## src/rtl/pipe_controller.sv

```systemverilog
// DE-stage control unit for the 3-stage RV32I+Zicsr pipeline.
// It decodes DE, registers the MW controls, and handles flush, stall and forwarding.
module pipe_controller #(
  parameter int ALUOP_W = 4,
  parameter int FWD_EN  = 1,
  parameter int CNT_W   = 16
) (
  input  logic               clk,
  input  logic               rst,
  input  logic [31:0]        inst_de,
  input  logic               valid_de,
  input  logic               br_taken,
  output logic               sel_a,
  output logic               sel_b,
  output logic [ALUOP_W-1:0] aluop,
  output logic [2:0]         br_type,
  output logic               br_take,
  output logic               fwd_a,
  output logic               fwd_b,
  output logic               stall,
  output logic               illegal,
  output logic               rf_en_mw,
  output logic               rd_en_mw,
  output logic               wr_en_mw,
  output logic               csr_wr_mw,
  output logic               csr_rd_mw,
  output logic               is_mret_mw,
  output logic [1:0]         wb_sel_mw,
  output logic [2:0]         mem_acc_mode_mw,
  output logic [4:0]         rd_mw,
  output logic [CNT_W-1:0]   stall_cnt,
  output logic [CNT_W-1:0]   flush_cnt
);

  localparam logic [3:0] A_ADD = 4'd0, A_SUB = 4'd1, A_SLL = 4'd2;
  localparam logic [3:0] A_SLT = 4'd3, A_SLTU = 4'd4, A_XOR = 4'd5;
  localparam logic [3:0] A_SRL = 4'd6, A_SRA = 4'd7, A_OR = 4'd8;
  localparam logic [3:0] A_AND = 4'd9, A_LUI = 4'd10;

  logic [6:0] op, f7;
  logic [2:0] f3;
  logic [4:0] rd, rs1, rs2;

  assign op  = inst_de[6:0];
  assign rd  = inst_de[11:7];
  assign f3  = inst_de[14:12];
  assign rs1 = inst_de[19:15];
  assign rs2 = inst_de[24:20];
  assign f7  = inst_de[31:25];

  function automatic logic [3:0] alu_fn(input logic [2:0] f, input logic alt);
    unique case (f)
      3'b000:  return alt ? A_SUB : A_ADD;
      3'b001:  return A_SLL;
      3'b010:  return A_SLT;
      3'b011:  return A_SLTU;
      3'b100:  return A_XOR;
      3'b101:  return alt ? A_SRA : A_SRL;
      3'b110:  return A_OR;
      default: return A_AND;
    endcase
  endfunction

  logic       is_r, is_i, is_ld, is_st, is_br, is_lui;
  logic       is_aui, is_jal, is_jalr, is_sys;
  logic [3:0] alu_d;
  logic [1:0] wb_d;
  logic [2:0] mode_d;
  logic       rf_d, rde_d, wr_d, cw_d, cr_d, mret_d;
  logic       ill, use1, use2, jump;

  assign is_r    = op == 7'b0110011;
  assign is_i    = op == 7'b0010011;
  assign is_ld   = op == 7'b0000011;
  assign is_st   = op == 7'b0100011;
  assign is_br   = op == 7'b1100011;
  assign is_lui  = op == 7'b0110111;
  assign is_aui  = op == 7'b0010111;
  assign is_jal  = op == 7'b1101111;
  assign is_jalr = op == 7'b1100111;
  assign is_sys  = op == 7'b1110011;

  always_comb begin
    sel_a   = 1'b1;
    sel_b   = 1'b0;
    alu_d   = A_ADD;
    br_type = 3'b111;
    wb_d    = 2'b01;
    mode_d  = 3'b111;
    rf_d    = 1'b0;
    rde_d   = 1'b0;
    wr_d    = 1'b0;
    cw_d    = 1'b0;
    cr_d    = 1'b0;
    mret_d  = 1'b0;
    ill     = 1'b0;
    use1    = 1'b0;
    use2    = 1'b0;
    jump    = 1'b0;
    unique case (1'b1)
      is_r: begin
        alu_d = alu_fn(f3, f7[5]);
        rf_d  = 1'b1;
        use1  = 1'b1;
        use2  = 1'b1;
        ill   = !(f7 == 7'h00 ||
                  (f7 == 7'h20 && (f3 == 3'b000 || f3 == 3'b101)));
      end
      is_i: begin
        sel_b = 1'b1;
        alu_d = alu_fn(f3, f3 == 3'b101 && f7[5]);
        rf_d  = 1'b1;
        use1  = 1'b1;
        ill   = (f3 == 3'b001 && f7 != 7'h00) ||
                (f3 == 3'b101 && f7 != 7'h00 && f7 != 7'h20);
      end
      is_ld: begin
        sel_b = 1'b1;
        rf_d  = 1'b1;
        rde_d = 1'b1;
        wb_d  = 2'b10;
        use1  = 1'b1;
        unique case (f3)
          3'b000:  mode_d = 3'b000;
          3'b001:  mode_d = 3'b001;
          3'b010:  mode_d = 3'b010;
          3'b100:  mode_d = 3'b011;
          3'b101:  mode_d = 3'b100;
          default: ill = 1'b1;
        endcase
      end
      is_st: begin
        sel_b  = 1'b1;
        wr_d   = 1'b1;
        use1   = 1'b1;
        use2   = 1'b1;
        mode_d = f3;
        ill    = f3 > 3'b010;
      end
      is_br: begin
        sel_a   = 1'b0;
        sel_b   = 1'b1;
        br_type = f3;
        use1    = 1'b1;
        use2    = 1'b1;
        ill     = f3 == 3'b010 || f3 == 3'b011;
      end
      is_lui: begin
        sel_b = 1'b1;
        alu_d = A_LUI;
        rf_d  = 1'b1;
      end
      is_aui: begin
        sel_a = 1'b0;
        sel_b = 1'b1;
        rf_d  = 1'b1;
      end
      is_jal: begin
        sel_a = 1'b0;
        sel_b = 1'b1;
        rf_d  = 1'b1;
        wb_d  = 2'b00;
        jump  = 1'b1;
      end
      is_jalr: begin
        sel_b = 1'b1;
        rf_d  = 1'b1;
        wb_d  = 2'b00;
        use1  = 1'b1;
        jump  = 1'b1;
        ill   = f3 != 3'b000;
      end
      is_sys: begin
        if (inst_de == 32'h3020_0073) begin
          mret_d = 1'b1;
          jump   = 1'b1;
        end else if (f3 == 3'b001) begin
          cw_d = 1'b1;
          use1 = 1'b1;
        end else if (f3 == 3'b010) begin
          cr_d = 1'b1;
          rf_d = 1'b1;
          wb_d = 2'b11;
          use1 = 1'b1;
        end else begin
          ill = 1'b1;
        end
      end
      default: ill = 1'b1;
    endcase
  end

  logic flush_q, hit1, hit2, prod, kill, bubble;

  assign aluop   = ALUOP_W'(alu_d);
  assign illegal = valid_de & ill;

  // Source matches on the MW destination; x0 never creates a dependency.
  assign hit1 = use1 & ~ill & (rd_mw != 5'd0) & (rd_mw == rs1);
  assign hit2 = use2 & ~ill & (rd_mw != 5'd0) & (rd_mw == rs2);
  assign prod = (FWD_EN != 0) ? rd_en_mw : rf_en_mw;
  assign stall = ~flush_q & valid_de & prod & (hit1 | hit2);

  assign fwd_a = (FWD_EN != 0) & rf_en_mw & ~rd_en_mw & hit1;
  assign fwd_b = (FWD_EN != 0) & rf_en_mw & ~rd_en_mw & hit2;

  assign kill    = flush_q | stall | ~valid_de;
  assign bubble  = kill | ill;
  assign br_take = ~bubble & (jump | (is_br & br_taken));

  always_ff @(posedge clk or posedge rst) begin
    if (rst) begin
      rf_en_mw        <= 1'b0;
      rd_en_mw        <= 1'b0;
      wr_en_mw        <= 1'b0;
      csr_wr_mw       <= 1'b0;
      csr_rd_mw       <= 1'b0;
      is_mret_mw      <= 1'b0;
      wb_sel_mw       <= 2'b01;
      mem_acc_mode_mw <= 3'b111;
      rd_mw           <= 5'd0;
      flush_q         <= 1'b0;
      stall_cnt       <= '0;
      flush_cnt       <= '0;
    end else begin
      rf_en_mw        <= rf_d & ~bubble;
      rd_en_mw        <= rde_d & ~bubble;
      wr_en_mw        <= wr_d & ~bubble;
      csr_wr_mw       <= cw_d & ~bubble;
      csr_rd_mw       <= cr_d & ~bubble;
      is_mret_mw      <= mret_d & ~bubble;
      wb_sel_mw       <= bubble ? 2'b01 : wb_d;
      mem_acc_mode_mw <= bubble ? 3'b111 : mode_d;
      rd_mw           <= (rf_d & ~bubble) ? rd : 5'd0;
      flush_q         <= br_take;
      if (stall && stall_cnt != '1)
        stall_cnt <= stall_cnt + 1'b1;
      if (flush_q && flush_cnt != '1)
        flush_cnt <= flush_cnt + 1'b1;
    end
  end

endmodule

```

## config.mk

```make
export PLATFORM = sky130hd
export DESIGN_NAME = pipe_controller
export DESIGN_NICKNAME = d
export VERILOG_FILES = /design/src/rtl/pipe_controller.sv
export SDC_FILE = /design/constraint.sdc
export NUM_CORES = 1
export LEC_CHECK = 0
export BUFFER_PORTS_ARGS = -buffer_cell sky130_fd_sc_hd__buf_2
export CORE_UTILIZATION = 51
export DETAILED_ROUTE_END_ITERATION = 10
export MAX_ROUTING_LAYER = met4
export PLACE_DENSITY = 0.8
export SLEW_MARGIN = 25
export SYNTH_ARGS = -nofsm -noshare
export SYNTH_HDL_FRONTEND = slang
export SYNTH_SLANG_ARGS = --single-unit
```

## constraint.sdc

```tcl
create_clock -name clk -period 3.8 [get_ports clk]
set_input_delay 0.57 -clock clk [delete_from_list [all_inputs] [get_ports clk]]
set_output_delay 0.57 -clock clk [all_outputs]
set_load 0.005 [all_outputs]
```

# Word-level counts from Yosys, hierarchy flattened

Index checks and enable logic that the tools add are counted.

Bits in registers: 49
Bits of input ports: 36

$add $sub $neg: 2
Magnitude comparators: 1
Equal/unequal tests: 23
Multiplexer cells: 41
Bitwise gates (word level): 31
Reductions and logical operators: 25

Operator list:

| operator              | number |
|---|---|
| $pmux 4 s7            | 2 |
| $add 16x1->16 const B | 2 |
| $eq 32x30->1 const B  | 1 |
| $ne 16x16->1 const B  | 2 |
| $eq 7x6->1 const B    | 4 |
| $eq 7x7->1 const B    | 4 |
| $mux 1                | 24 |
| $and 1x1->1           | 21 |
| $pmux 3 s5            | 1 |
| $eq 7x5->1 const B    | 2 |
| $pmux 4 s3            | 1 |
| $eq 5x5->1            | 2 |
| $eq 3x3->1 const B    | 3 |
| $reduce_or 3->1       | 3 |
| $mux 2                | 4 |
| $pmux 1 s8            | 1 |
| $reduce_or 8->1       | 1 |
| $eq 7x2->1 const B    | 1 |
| $logic_and 1x1->1     | 7 |
| $logic_not 7->1       | 1 |
| $ne 7x6->1 const B    | 1 |
| $reduce_bool 7->1     | 1 |
| $reduce_or 7->1       | 1 |
| $eq 3x2->1 const B    | 2 |
| other kinds (17)      | 31 |

# Longest topological paths before layout

Depth in word-level cells: 18
Gate-level depth with buffers: 9
Gate-level depth less buffers: 6

# Least setup slack after synthesis

No wires, ideal clock.

Path kind: input port to output port
Start: input port inst_de[25]
End: output port br_take
Arrival time: 2.665 ns
Required time: 3.230 ns
Slack: 0.565 ns
Cell stages on the path: 8
Cell sequence: or4_4 -> nor3_2 -> a2111oi_1 -> or4_1 -> buf_2 -> or3b_1 -> buf_6 -> a21oi_1

Word-level cells in the longest chain between the ends: 16
Elaborated cells between the ends (all ways): 33
Those cells by class: eq/ne: 3; mux: 6; bitwise: 15; reduce/logical: 9

RTL lines:

| element                                               | RTL line | text |
|---|---|---|
| from (decl)                                           | 10       | `input logic [31:0] inst_de,` |
| branches (longest 15 deep; another with $eq 32x30->1) | --       |  |
| $and 1x1->1 (*)                                       | 209      | `assign br_take = ~bubble & (jump \| (is_br & br_taken));` |
| to (decl)                                             | 17       | `output logic br_take,` |

Every way passes the cells marked *.

# Final worst setup path

Start: register rd_mw[1]
End: output port br_take

Word-level cells in the longest chain between the ends: 10
Elaborated cells between the ends (all ways): 14
Those cells by class: eq/ne: 2; bitwise: 11; reduce/logical: 1

RTL lines:

| element                                            | RTL line | text |
|---|---|---|
| from (decl)                                        | 30       | `output logic [4:0] rd_mw,` |
| from (signal assigned)                             | 234      | `rd_mw <= (rf_d & ~bubble) ? rd : 5'd0;` |
| $reduce_bool 5->1                                  | 199, 200 |  |
| $and 1x1->1, on equally long branches (2 in a row) | 199, 200 |  |
| $or 1x1->1 (*)                                     | 202      | `assign stall = ~flush_q & valid_de & prod & (hit1 \| hit2);` |
| $and 1x1->1 (*)                                    | 202      |  |
| $or 1x1->1 (*) (2 in a row)                        | 207      | `assign kill = flush_q \| stall \| ~valid_de;` |
| $or 1x1->1 (*)                                     | 208      | `assign bubble = kill \| ill;` |
| $not 1->1 (*)                                      | 209      |  |
| $and 1x1->1 (*)                                    | 209      |  |

Mark *: on every way between the ends. The rest lies on a longest branch, timed or not.

==> results.toml <==
[setup_path]
worst-path-buf-inv = 1
slowest_delay_ps = 580
cp_top_family = "simple AND/OR/NAND/NOR gates"
crit_path_top_delay_cell = "or4_1"
cp-end-kind = "primary output"
path_cells = "or4_1 > o2111a_1 > nor4b_1 > a2111oi_1 > or3b_1 > a21oi_1 > buf_2"
cp_max_fo = 4
cp.arrival_ps = 2990
critPathKind = "flop to primary output"
start_kind = "flop"
required_ps = 3230

[pwr]
power.density_nw_per_um2 = 256
power_uw = 919
leakage_nw = 1.76
ir_drop_mv = 0.196

[timing]
worst_slack_ps = 242
finalHoldViolCount = 0
maxSlewHeadroom = 0.459
finalCritPeriodShare = 0.936
worst_slew_pin_slew_ps = 810
drv_slew = 0
rsz0062_at_grt = "no"
finClkSkew_ps = 8.27
setup_tns_ps = 0
setup_violations = 0
fmax_ghz = 0.281
min_period_ps = 3560

[synthesis]
synth_area_per_cell_um2 = 9.32
async_reset_ff_frac = 1.00
synth_edf_count = 0
yosysTopAreaCell = "dfrtp_1"
synth_area_um2 = 2970
ys.flop_type = "dfrtp_1"
yosysMostFrequentCell = "dfrtp_1"
synth-seq-cells = 49
ys_seq_area_frac = 0.415
synth_fp_nets = 356
yosysTopAreaCellShare = 0.380
yosysUniqueCellTypes = 55
yosys-top-cells-count = "45 x dfrtp_1, 23 x nor2_1, 22 x xor2_1"
syn_inst = 318
synthTopCellsByArea = "dfrtp_1 38%, xor2_1 6.5%, xnor2_1 5.6%, nor4_1 4.2%, nand4_1 4.0%"
yosys_warnings = 0

[layout]
area_growth_pct = 20.9
fin_cells = 481
layout-drive-gt1-share = 0.306
finalNetCount = 446
diodes = 0
fill_cells = 503

[clock_tree]
clock_path_buffers = 2
tritoncts = "done"
clk_pin_slew_ps = 90
cts_post_setup_buffers_inserted = 0
cts_root_buf = "clkbuf_8"
cts_resized = 0
h-tree-depth = 2
clock_latency_ps = 300
clkSinkCount = 49
cts_inserted_buffers = 5
ctsHoldBuffers = 0

[global_route]
grt_antenna_before_repair = 0
overflow = 0
grt_pass1_vias = 2615
grt_pass1_wl_um = 12000
grt_start_max_net_pins = 50
grt_use_total = 0.252

[flow_run]
cap_violations = 0

[floorplanning]
initial_core_util = 0.535
coreArea_um2 = 5540
die_w_um = 78.3
fp-row-count = 27
pin_count = 98
dieArea_um2 = 6120
die_h_um = 78.3

[detailed_routing]
drcViolationCount = 0
initialDrtViolationCount = 204
dr_total_vias = 2822
viasPerCell = 5.87
wire_per_inst_um = 15.2
totalWireLength_um = 7310
drt_first_pass_iters = 5
final_antenna_net_count = 0

[place]
place_ws_ps = 364
numPortBuffers = 97
hpwl_um = 5430
dp.cells = 473
gp_congestion = 0.908

[worst_hold_path]
holdCritPathClass = "input port to async pin"

[run_status]
status = "complete, no violations"
power by group:
part	switching (mW)	total, mW	internal, mW
Combinational	0.0628	0.101	0.0384
Clock	0.165	0.296	0.130
Sequential	0.000636	0.522	0.522
cell type report:
cell class,count,area (µm²),area share
tap,72,90.1,0.0251
clock inverter,1,7.51,0.00209
inverter,7,27.5,0.00768
sequential,49,1230,0.343
timing repair buffer,103,531,0.148
clock buffer,7,76.3,0.0213
multi-input combinational,242,1620,0.453
flip-flops by register name, indices dropped and copies added, names as in the netlist:
signal,cells
csr_rd_mw,1
rd_en_mw,1
stall_cnt,16
mem_acc_mode_mw,3
rd_mw,5
wr_en_mw,1
wb_sel_mw,2
is_mret_mw,1
flush_q,1
csr_wr_mw,1
flush_cnt,16
rf_en_mw,1
placed cells by master, fill, tap and decap left out, types with 11 or more instances in the layout:
cell	count
buf_2	97
dfrtp_1	45
nor2_1	23
xor2_1	22
nor4_1	20
xnor2_1	19
nand4_1	19
nand3_1	13
nand2_1	13
a21oi_1	11
per-layer routing:
| layer | track usage | vias up | part of all wire |
|---|---|---|---|
| met4 | 0.0926 | 0 | 0.020 |
| met5 | - | - | 0 |
| met3 | 0.0279 | 11 | 0.058 |
| met2 | 0.434 | 127 | 0.50 |
| met1 | 0.306 | 1336 | 0.42 |
| li1 | - | 1348 | - |
stage by stage:
stage | hold slack [ps] | util | cell area (µm²)
floorplan | 477 | - | 2970
global placement | 467 | 0.632 | 3500
detailed placement | 489 | 0.632 | 3500
CTS | 494 | 0.647 | 3580
global route | 453 | 0.647 | 3590
finish | 390 | 0.647 | 3590
path summary, 6_finish.rpt:
kind | startpoint | endpoint | slack [ps] | depth (start not counted)
min | rst | stall_cnt[11]$_DFFE_PP0P_ | 390 | 2
max in group asynchronous | rst | stall_cnt[1]$_DFFE_PP0P_ | 2920 | 2
min in group clk | flush_cnt[6]$_DFFE_PP0P_ | flush_cnt[6]$_DFFE_PP0P_ | 500 | 1
max | rd_mw[1]$_DFF_PP0_ | br_take | 240 | 7
min reg2reg | flush_cnt[6]$_DFFE_PP0P_ | flush_cnt[6]$_DFFE_PP0P_ | 500 | 1
max reg2reg | rd_mw[1]$_DFF_PP0_ | wb_sel_mw[0]$_DFF_PP1_ | 750 | 7
logic make-up after synthesis:
kind of cell	Yosys count	synth area share
muxes	4	0.0148
adders and majority gates	2	0.00844
DFF	49	0.415
AOI/OAI and AO/OA	42	0.0954
and+or+nand+nor	153	0.308
xor gates and xnor gates	41	0.121
buffers and inverters	27	0.0376
No activity file was read; power rests on OpenSTA's default activity.
